`src/rtl/cond_status_unit_if.sv`:
```
// ID/EXE status bus between the pipeline and cond_status_unit.
// master drives instruction/status info; slave (the unit) returns ready/exec.
interface cond_status_unit_if;
   logic       id_valid;
   logic [3:0] id_cond;
   logic       id_set_flags;
   logic       id_ready;
   logic       id_exec;
   logic       exe_wr_en;
   logic [3:0] exe_status;

   modport master (
      output id_valid, id_cond, id_set_flags, exe_wr_en, exe_status,
      input  id_ready, id_exec
   );

   modport slave (
      input  id_valid, id_cond, id_set_flags, exe_wr_en, exe_status,
      output id_ready, id_exec
   );
endinterface

```
`src/rtl/cond_status_unit.sv`:
```
// NZCV status register, ARM condition evaluation and flag-writer hazard tracking.
// Optional FLAG_FWD_EN: same-cycle bypass of the EXE status to the ID condition check.
module cond_status_unit #(
   parameter  int unsigned PEND_MAX = 3,
   localparam int unsigned CNT_W    = $clog2(PEND_MAX + 1)
) (
   input  logic                 clk,
   input  logic                 rst_n,
   input  logic                 flush,
   cond_status_unit_if.slave    bus,
   output logic [3:0]           status_q,
   output logic                 alu_cin,
   output logic [CNT_W-1:0]     pend_cnt,
   output logic                 pend_err
);

   logic [3:0]       status_d;
   logic [CNT_W-1:0] pend_cnt_q, pend_cnt_d;
   logic             pend_err_q, pend_err_d;
   logic [3:0]       flags_c;
   logic             fwd_hit_c;
   logic             needs_flags_c, hazard_c, full_c;
   logic             id_ready_c, id_exec_c, issue_wr_c;

   function automatic logic cond_pass(input logic [3:0] cond, input logic [3:0] f);
      logic n, z, c, v;
      {n, z, c, v} = f;
      case (cond)
         4'h0:    cond_pass = z;
         4'h1:    cond_pass = ~z;
         4'h2:    cond_pass = c;
         4'h3:    cond_pass = ~c;
         4'h4:    cond_pass = n;
         4'h5:    cond_pass = ~n;
         4'h6:    cond_pass = v;
         4'h7:    cond_pass = ~v;
         4'h8:    cond_pass = c & ~z;
         4'h9:    cond_pass = ~c | z;
         4'hA:    cond_pass = (n == v);
         4'hB:    cond_pass = (n != v);
         4'hC:    cond_pass = ~z & (n == v);
         4'hD:    cond_pass = z | (n != v);
         4'hE:    cond_pass = 1'b1;
         default: cond_pass = 1'b0;
      endcase
   endfunction

   // Issue qualification, flag source selection and next-state for counter/status.
   always_comb begin
      fwd_hit_c  = 1'b0;
`ifdef FLAG_FWD_EN
      fwd_hit_c  = (pend_cnt_q == CNT_W'(1)) && bus.exe_wr_en && !flush;
`endif
      flags_c       = fwd_hit_c ? bus.exe_status : status_q;
      needs_flags_c = (bus.id_cond != 4'hE) && (bus.id_cond != 4'hF);
      hazard_c      = needs_flags_c && (pend_cnt_q != '0) && !fwd_hit_c;
      full_c        = bus.id_set_flags && (pend_cnt_q == CNT_W'(PEND_MAX));
      id_ready_c    = ~hazard_c & ~full_c;
      id_exec_c     = bus.id_valid & id_ready_c & cond_pass(bus.id_cond, flags_c);
      issue_wr_c    = id_exec_c & bus.id_set_flags;

      status_d   = bus.exe_wr_en ? bus.exe_status : status_q;
      pend_err_d = pend_err_q | (bus.exe_wr_en && (pend_cnt_q == '0));
      pend_cnt_d = pend_cnt_q;
      if (flush) begin
         pend_cnt_d = '0;
      end else begin
         case ({issue_wr_c, bus.exe_wr_en})
            2'b10:   pend_cnt_d = pend_cnt_q + CNT_W'(1);
            2'b01:   if (pend_cnt_q != '0) pend_cnt_d = pend_cnt_q - CNT_W'(1);
            default: pend_cnt_d = pend_cnt_q;
         endcase
      end
   end

   always_ff @(posedge clk or negedge rst_n) begin
      if (!rst_n) begin
         status_q   <= 4'b0000;
         pend_cnt_q <= '0;
         pend_err_q <= 1'b0;
      end else begin
         status_q   <= status_d;
         pend_cnt_q <= pend_cnt_d;
         pend_err_q <= pend_err_d;
      end
   end

   // Carry-in uses committed C only; ADC/SBC in EXE never see a bypassed value.
   assign alu_cin      = status_q[1];
   assign pend_cnt     = pend_cnt_q;
   assign pend_err     = pend_err_q;
   assign bus.id_ready = id_ready_c;
   assign bus.id_exec  = id_exec_c;

endmodule

```
`src/flat_wrapper.sv`:
```
// flat-port wrapper written by rule: the top's interface ports become plain ports
module cond_status_unit_flat 
#(
   parameter  int unsigned PEND_MAX = 3,
   localparam int unsigned CNT_W    = $clog2(PEND_MAX + 1)
)
  (clk, rst_n, flush, status_q, alu_cin, pend_cnt, pend_err, bus_id_valid, bus_id_cond, bus_id_set_flags, bus_exe_wr_en, bus_exe_status, bus_id_ready, bus_id_exec);
  cond_status_unit_if bus_i ();
  input  logic clk;
  input  logic rst_n;
  input  logic flush;
  output logic [3:0] status_q;
  output logic alu_cin;
  output logic [CNT_W-1:0] pend_cnt;
  output logic pend_err;
  input wire logic [$bits(bus_i.id_valid)-1:0] bus_id_valid;
  input wire logic [$bits(bus_i.id_cond)-1:0] bus_id_cond;
  input wire logic [$bits(bus_i.id_set_flags)-1:0] bus_id_set_flags;
  input wire logic [$bits(bus_i.exe_wr_en)-1:0] bus_exe_wr_en;
  input wire logic [$bits(bus_i.exe_status)-1:0] bus_exe_status;
  output wire logic [$bits(bus_i.id_ready)-1:0] bus_id_ready;
  output wire logic [$bits(bus_i.id_exec)-1:0] bus_id_exec;
  assign bus_i.id_valid = bus_id_valid;
  assign bus_i.id_cond = bus_id_cond;
  assign bus_i.id_set_flags = bus_id_set_flags;
  assign bus_i.exe_wr_en = bus_exe_wr_en;
  assign bus_i.exe_status = bus_exe_status;
  assign bus_id_ready = bus_i.id_ready;
  assign bus_id_exec = bus_i.id_exec;
  cond_status_unit #(.PEND_MAX(PEND_MAX)) u_core (.clk(clk), .rst_n(rst_n), .flush(flush), .bus(bus_i), .status_q(status_q), .alu_cin(alu_cin), .pend_cnt(pend_cnt), .pend_err(pend_err));
endmodule
```
`config.mk`:
```
export PLATFORM = sky130hd
export DESIGN_NAME = cond_status_unit_flat
export DESIGN_NICKNAME = d
export VERILOG_FILES = /design/src/rtl/cond_status_unit_if.sv /design/src/rtl/cond_status_unit.sv /design/src/flat_wrapper.sv
export SDC_FILE = /design/constraint.sdc
export NUM_CORES = 1
export LEC_CHECK = 0
export ABC_AREA = 1
export BUFFER_PORTS_ARGS = -buffer_cell sky130_fd_sc_hd__buf_2
export CORE_AREA = 2 2 41 43
export CTS_CLUSTER_DIAMETER = 30
export CTS_CLUSTER_SIZE = 14
export DETAILED_ROUTE_END_ITERATION = 10
export DIE_AREA = 0 0 43 45
export PLACE_DENSITY = 0.67
export SYNTH_ARGS = -nofsm -noshare
export SYNTH_HDL_FRONTEND = slang
export SYNTH_SLANG_ARGS = --single-unit
```
`constraint.sdc`:
```
create_clock -name clk -period 1.8 [get_ports clk]
set_clock_uncertainty 0.2 [all_clocks]
set_input_delay 0.27 -clock clk [delete_from_list [all_inputs] [get_ports clk]]
set_output_delay 0.27 -clock clk [all_outputs]
set_load 0.01 [all_outputs]
```
==> flow_metrics.py <==
metrics = {
    "outcome": {
        "status": "finished, violations left",
        "violations": "negative setup slack",
    },
    "critical_path": {
        "r2r_end": "u_core.pend_cnt[1]$_DFFE_PN0P_",
        "setup.worst_path.start_class": "flop",
        "critPathRequiredTime_ps": 1330,
        "crit_top_cell": "nand3_1",
        "critical_path_class": "flop to output pin",
        "path_buf_inv": 2,
        "rr_worst_depth": 16,
        "critPathCaptureType": "output pin",
        "max_stage_delay_ps": 430,
        "worst-path-stages": 8,
        "crit_chain": "buf_4, nand2_2, nand2_1, nand3_1, nand3_1, nor2_2, a21boi_2, buf_2",
        "cp_slowest_cell": "dfrtp_2",
        "critPathMaxFanout": 5,
        "critPathTopFamily": "simple AND/OR/NAND/NOR gates",
        "crit_path_end": "bus_id_exec",
        "crit_arrival_ps": 1470,
        "cp-startpoint": "u_core.status_q[3]$_DFFE_PN0P_",
        "regToRegStartpoint": "u_core.status_q[3]$_DFFE_PN0P_",
        "r2r_slack_ps": -60,
    },
    "sta": {
        "slew_viol_final": 0,
        "fin_crit_sh_pct": 108,
        "setup_viol": 3,
        "relSlewSlack_pct": 86.3,
        "fmax_mhz": 515,
        "worst_slack_ps": -143,
        "rsz0062_at_grt": "true",
        "worst_pin_slew_ps": 205,
        "fin_crit_ps": 1940,
        "hold_violations": 0,
    },
    "logic_synthesis": {
        "netlist_top_cells_area": "dfrtp_1 28%, nand2_1 21%, inv_1 10%, nand3_1 8.7%, nor2_1 6.5%",
        "synth_nets": 121,
        "yosysSeqAreaShare_pct": 27.7,
        "ys_seq_elements": 7,
        "synth_top_flop_cell": "dfrtp_1",
        "syn_inst": 107,
        "synth_top_cells_by_count": "35 x nand2_1, 17 x inv_1, 11 x nand3_1, 11 x nor2_1, 7 x dfrtp_1",
        "synthDistinctLibCells": 21,
        "avgSynthCellArea_sq_um": 5.91,
        "synth_top_area_share_pct": 27.7,
        "async_reset_ff_share_pct": 100,
        "ys_warn_count": 0,
        "synth.most_common_cell": "nand2_1",
        "synth_area_sq_um": 632,
        "yosysTopAreaCell": "dfrtp_1",
        "synth-edff-count": 0,
    },
    "pwr": {
        "p_leak_nw": 0.533,
        "comb_power_share_pct": 44.2,
        "switching_share_pct": 36.1,
        "power.internal_w": 0.000379,
        "p_switching_w": 0.000214,
        "power_w": 0.000594,
        "cellPowerDensity_nw_per_um2": 639,
        "max-vdd-ir-drop_uv": 446,
        "seqPwrFrac_pct": 31.8,
        "clkPwrFrac_pct": 24.0,
    },
    "min_path": {
        "worstHoldStart": "bus_exe_status[1]",
        "hold_class": "input port to flop",
    },
    "detailed_routing": {
        "finalWirelength_mm": 1.56,
        "ant_nets": 0,
        "route.detailed.drc": 0,
        "first_pass_iters": 4,
        "vias_per_cell": 4.76,
        "vias": 771,
        "drtIter0Drc": 18,
        "wire_per_inst_um": 9.65,
    },
    "clock_network": {
        "cts_tree": "yes",
        "h-tree-depth": 1,
        "clkSlewWorstSetupHoldPaths_ps": 50,
        "clock_latency_ps": 250,
        "root_buffer": "clkbuf_4",
        "clock_sinks": 7,
        "clockBufferDepth": 2,
        "cts_buffers": 3,
    },
    "cells_and_area": {
        "final_util_pct": 63.1,
        "diodes": 0,
        "layout.nets": 161,
        "fin_cells": 162,
        "drive_above_1_share_pct": 43.8,
        "areaGrowthSynthToFinish_pct": 46.9,
    },
    "global_route": {
        "grt_max_degree": 13,
        "first_global_vias": 705,
        "antenna_found_initial": 0,
        "track_usage_pct": 19.1,
        "grt_overflow": 0,
        "grt_pass1_wl_mm": 2.86,
    },
    "job": {
        "max_cap_viol_count": 0,
    },
    "floorplanning": {
        "start_util_pct": 42.9,
        "die_area_sq_um": 1940,
        "die_w_um": 43,
        "rows": 14,
        "core_area_sq_um": 1470,
        "io_pins": 24,
        "fp.dieH_um": 45,
    },
    "place": {
        "dp_hpwl_mm": 1.15,
        "portBuffers": 23,
        "place.gp.congestion": 0.806,
        "dp_cells": 144,
    },
}
repair_timing:
action | in CTS | in global routing
hold endpoints to repair | 7 | 0
endpoints found under the setup margin | 1 | 3
buffers inserted | 11 | 2
hold buffers | 1 | 0
pin swaps | 6 | 3
gates resized for setup | 12 | 4
cell type report:
cell class                 count  area [sq um]
sequential                     7           178
timing repair buffer          37           223
clock buffer                   4          26.3
multi-input combinational     78           407
tap                           16          20.0
fill                         140           543
inverter                      20          75.1
flip-flops by register name (all words and copies together) (netlist names):
name,flops
u_core.status_q,4
u_core.pend_err,1
u_core.pend_cnt,2
stage by stage:
stage	cell area (sq um)	hold WS, ps	setup TNS [ps]	worst slack, ps
after floorplan	632	-226	0	64.6
after global placement	756	-94.8	-17.3	-17.3
after detailed placement	756	-96.9	0	12.0
after CTS	896	22.8	-154	-78.5
after global routing	928	27.8	-655	-231
final	928	27.0	-259	-143
metal layers:
metal  track usage, %  vias to the layer above  wire, um
li1                 -                      405         -
met5                0                        -         0
met4             9.09                        0        32
met3            0.400                        3        85
met1             25.6                      337       671
met2             32.4                       26       774
worst register-to-register path, cell delays in order, from the launching register on:
cell and delay, ps:
dfrtp_2 430, buf_4 140, nand2_2 70, nand3_2 70, nand2_1 60, nand2_1 60, nand2_1 80, nor2_2 50
buf_4 120, nand2_2 80, nand3_4 90, nand2_1 70, nand2_1 40, nand2_1 60, inv_1 40, nand2_1 50
nand2_1 50
layout by cell type (no fill, tap or decap):
master	n
nor2_1	8
a21boi_1	1
nand4_1	1
nand2_1	33
clkbuf_4	3
buf_4	13
clkbuf_1	1
inv_1	13
a21oi_1	1
nor2_2	4
clkinv_1	1
o21bai_1	1
nand2_2	6
inv_2	6
dfrtp_2	2
nand3_1	10
o21ai_0	4
dfrtp_1	5
buf_2	23
nor3_1	1
nand3_4	2
a21oi_2	2
a21boi_2	1
o21ai_1	1
nand3_2	2
dlygate4sd3_1	1
worst min path at each step:
stage	endpoint	cells after the start	slack [ps]
floorplan	u_core.pend_cnt[0]$_DFFE_PN0P_	0	-230
global placement	u_core.status_q[3]$_DFFE_PN0P_	1	-90
detailed placement	u_core.status_q[3]$_DFFE_PN0P_	1	-100
CTS	u_core.status_q[1]$_DFFE_PN0P_	3	20
global route	u_core.status_q[2]$_DFFE_PN0P_	3	30
finish	u_core.status_q[1]$_DFFE_PN0P_	3	30
power groups by stage:
stage	clock, W	sequential, W	combinational, W
floorplan	0	0.000195	0.000113
global placement	0	0.000190	0.000181
detailed placement	0	0.000190	0.000181
CTS	0.000149	0.000187	0.000246
global route	0.000160	0.000191	0.000296
finish	0.000143	0.000189	0.000262
cells by family (layout without fill, tap and decap cells):
logic type             Yosys count  after routing  synth area share (%)
and+or+nand+nor                 67             67                  47.5
buffers and inverters           22             61                  13.7
AOI/OAI and AO/OA               11             11                  11.1
DFF                              7              7                  27.7
(Power assumes the default switching activity.)
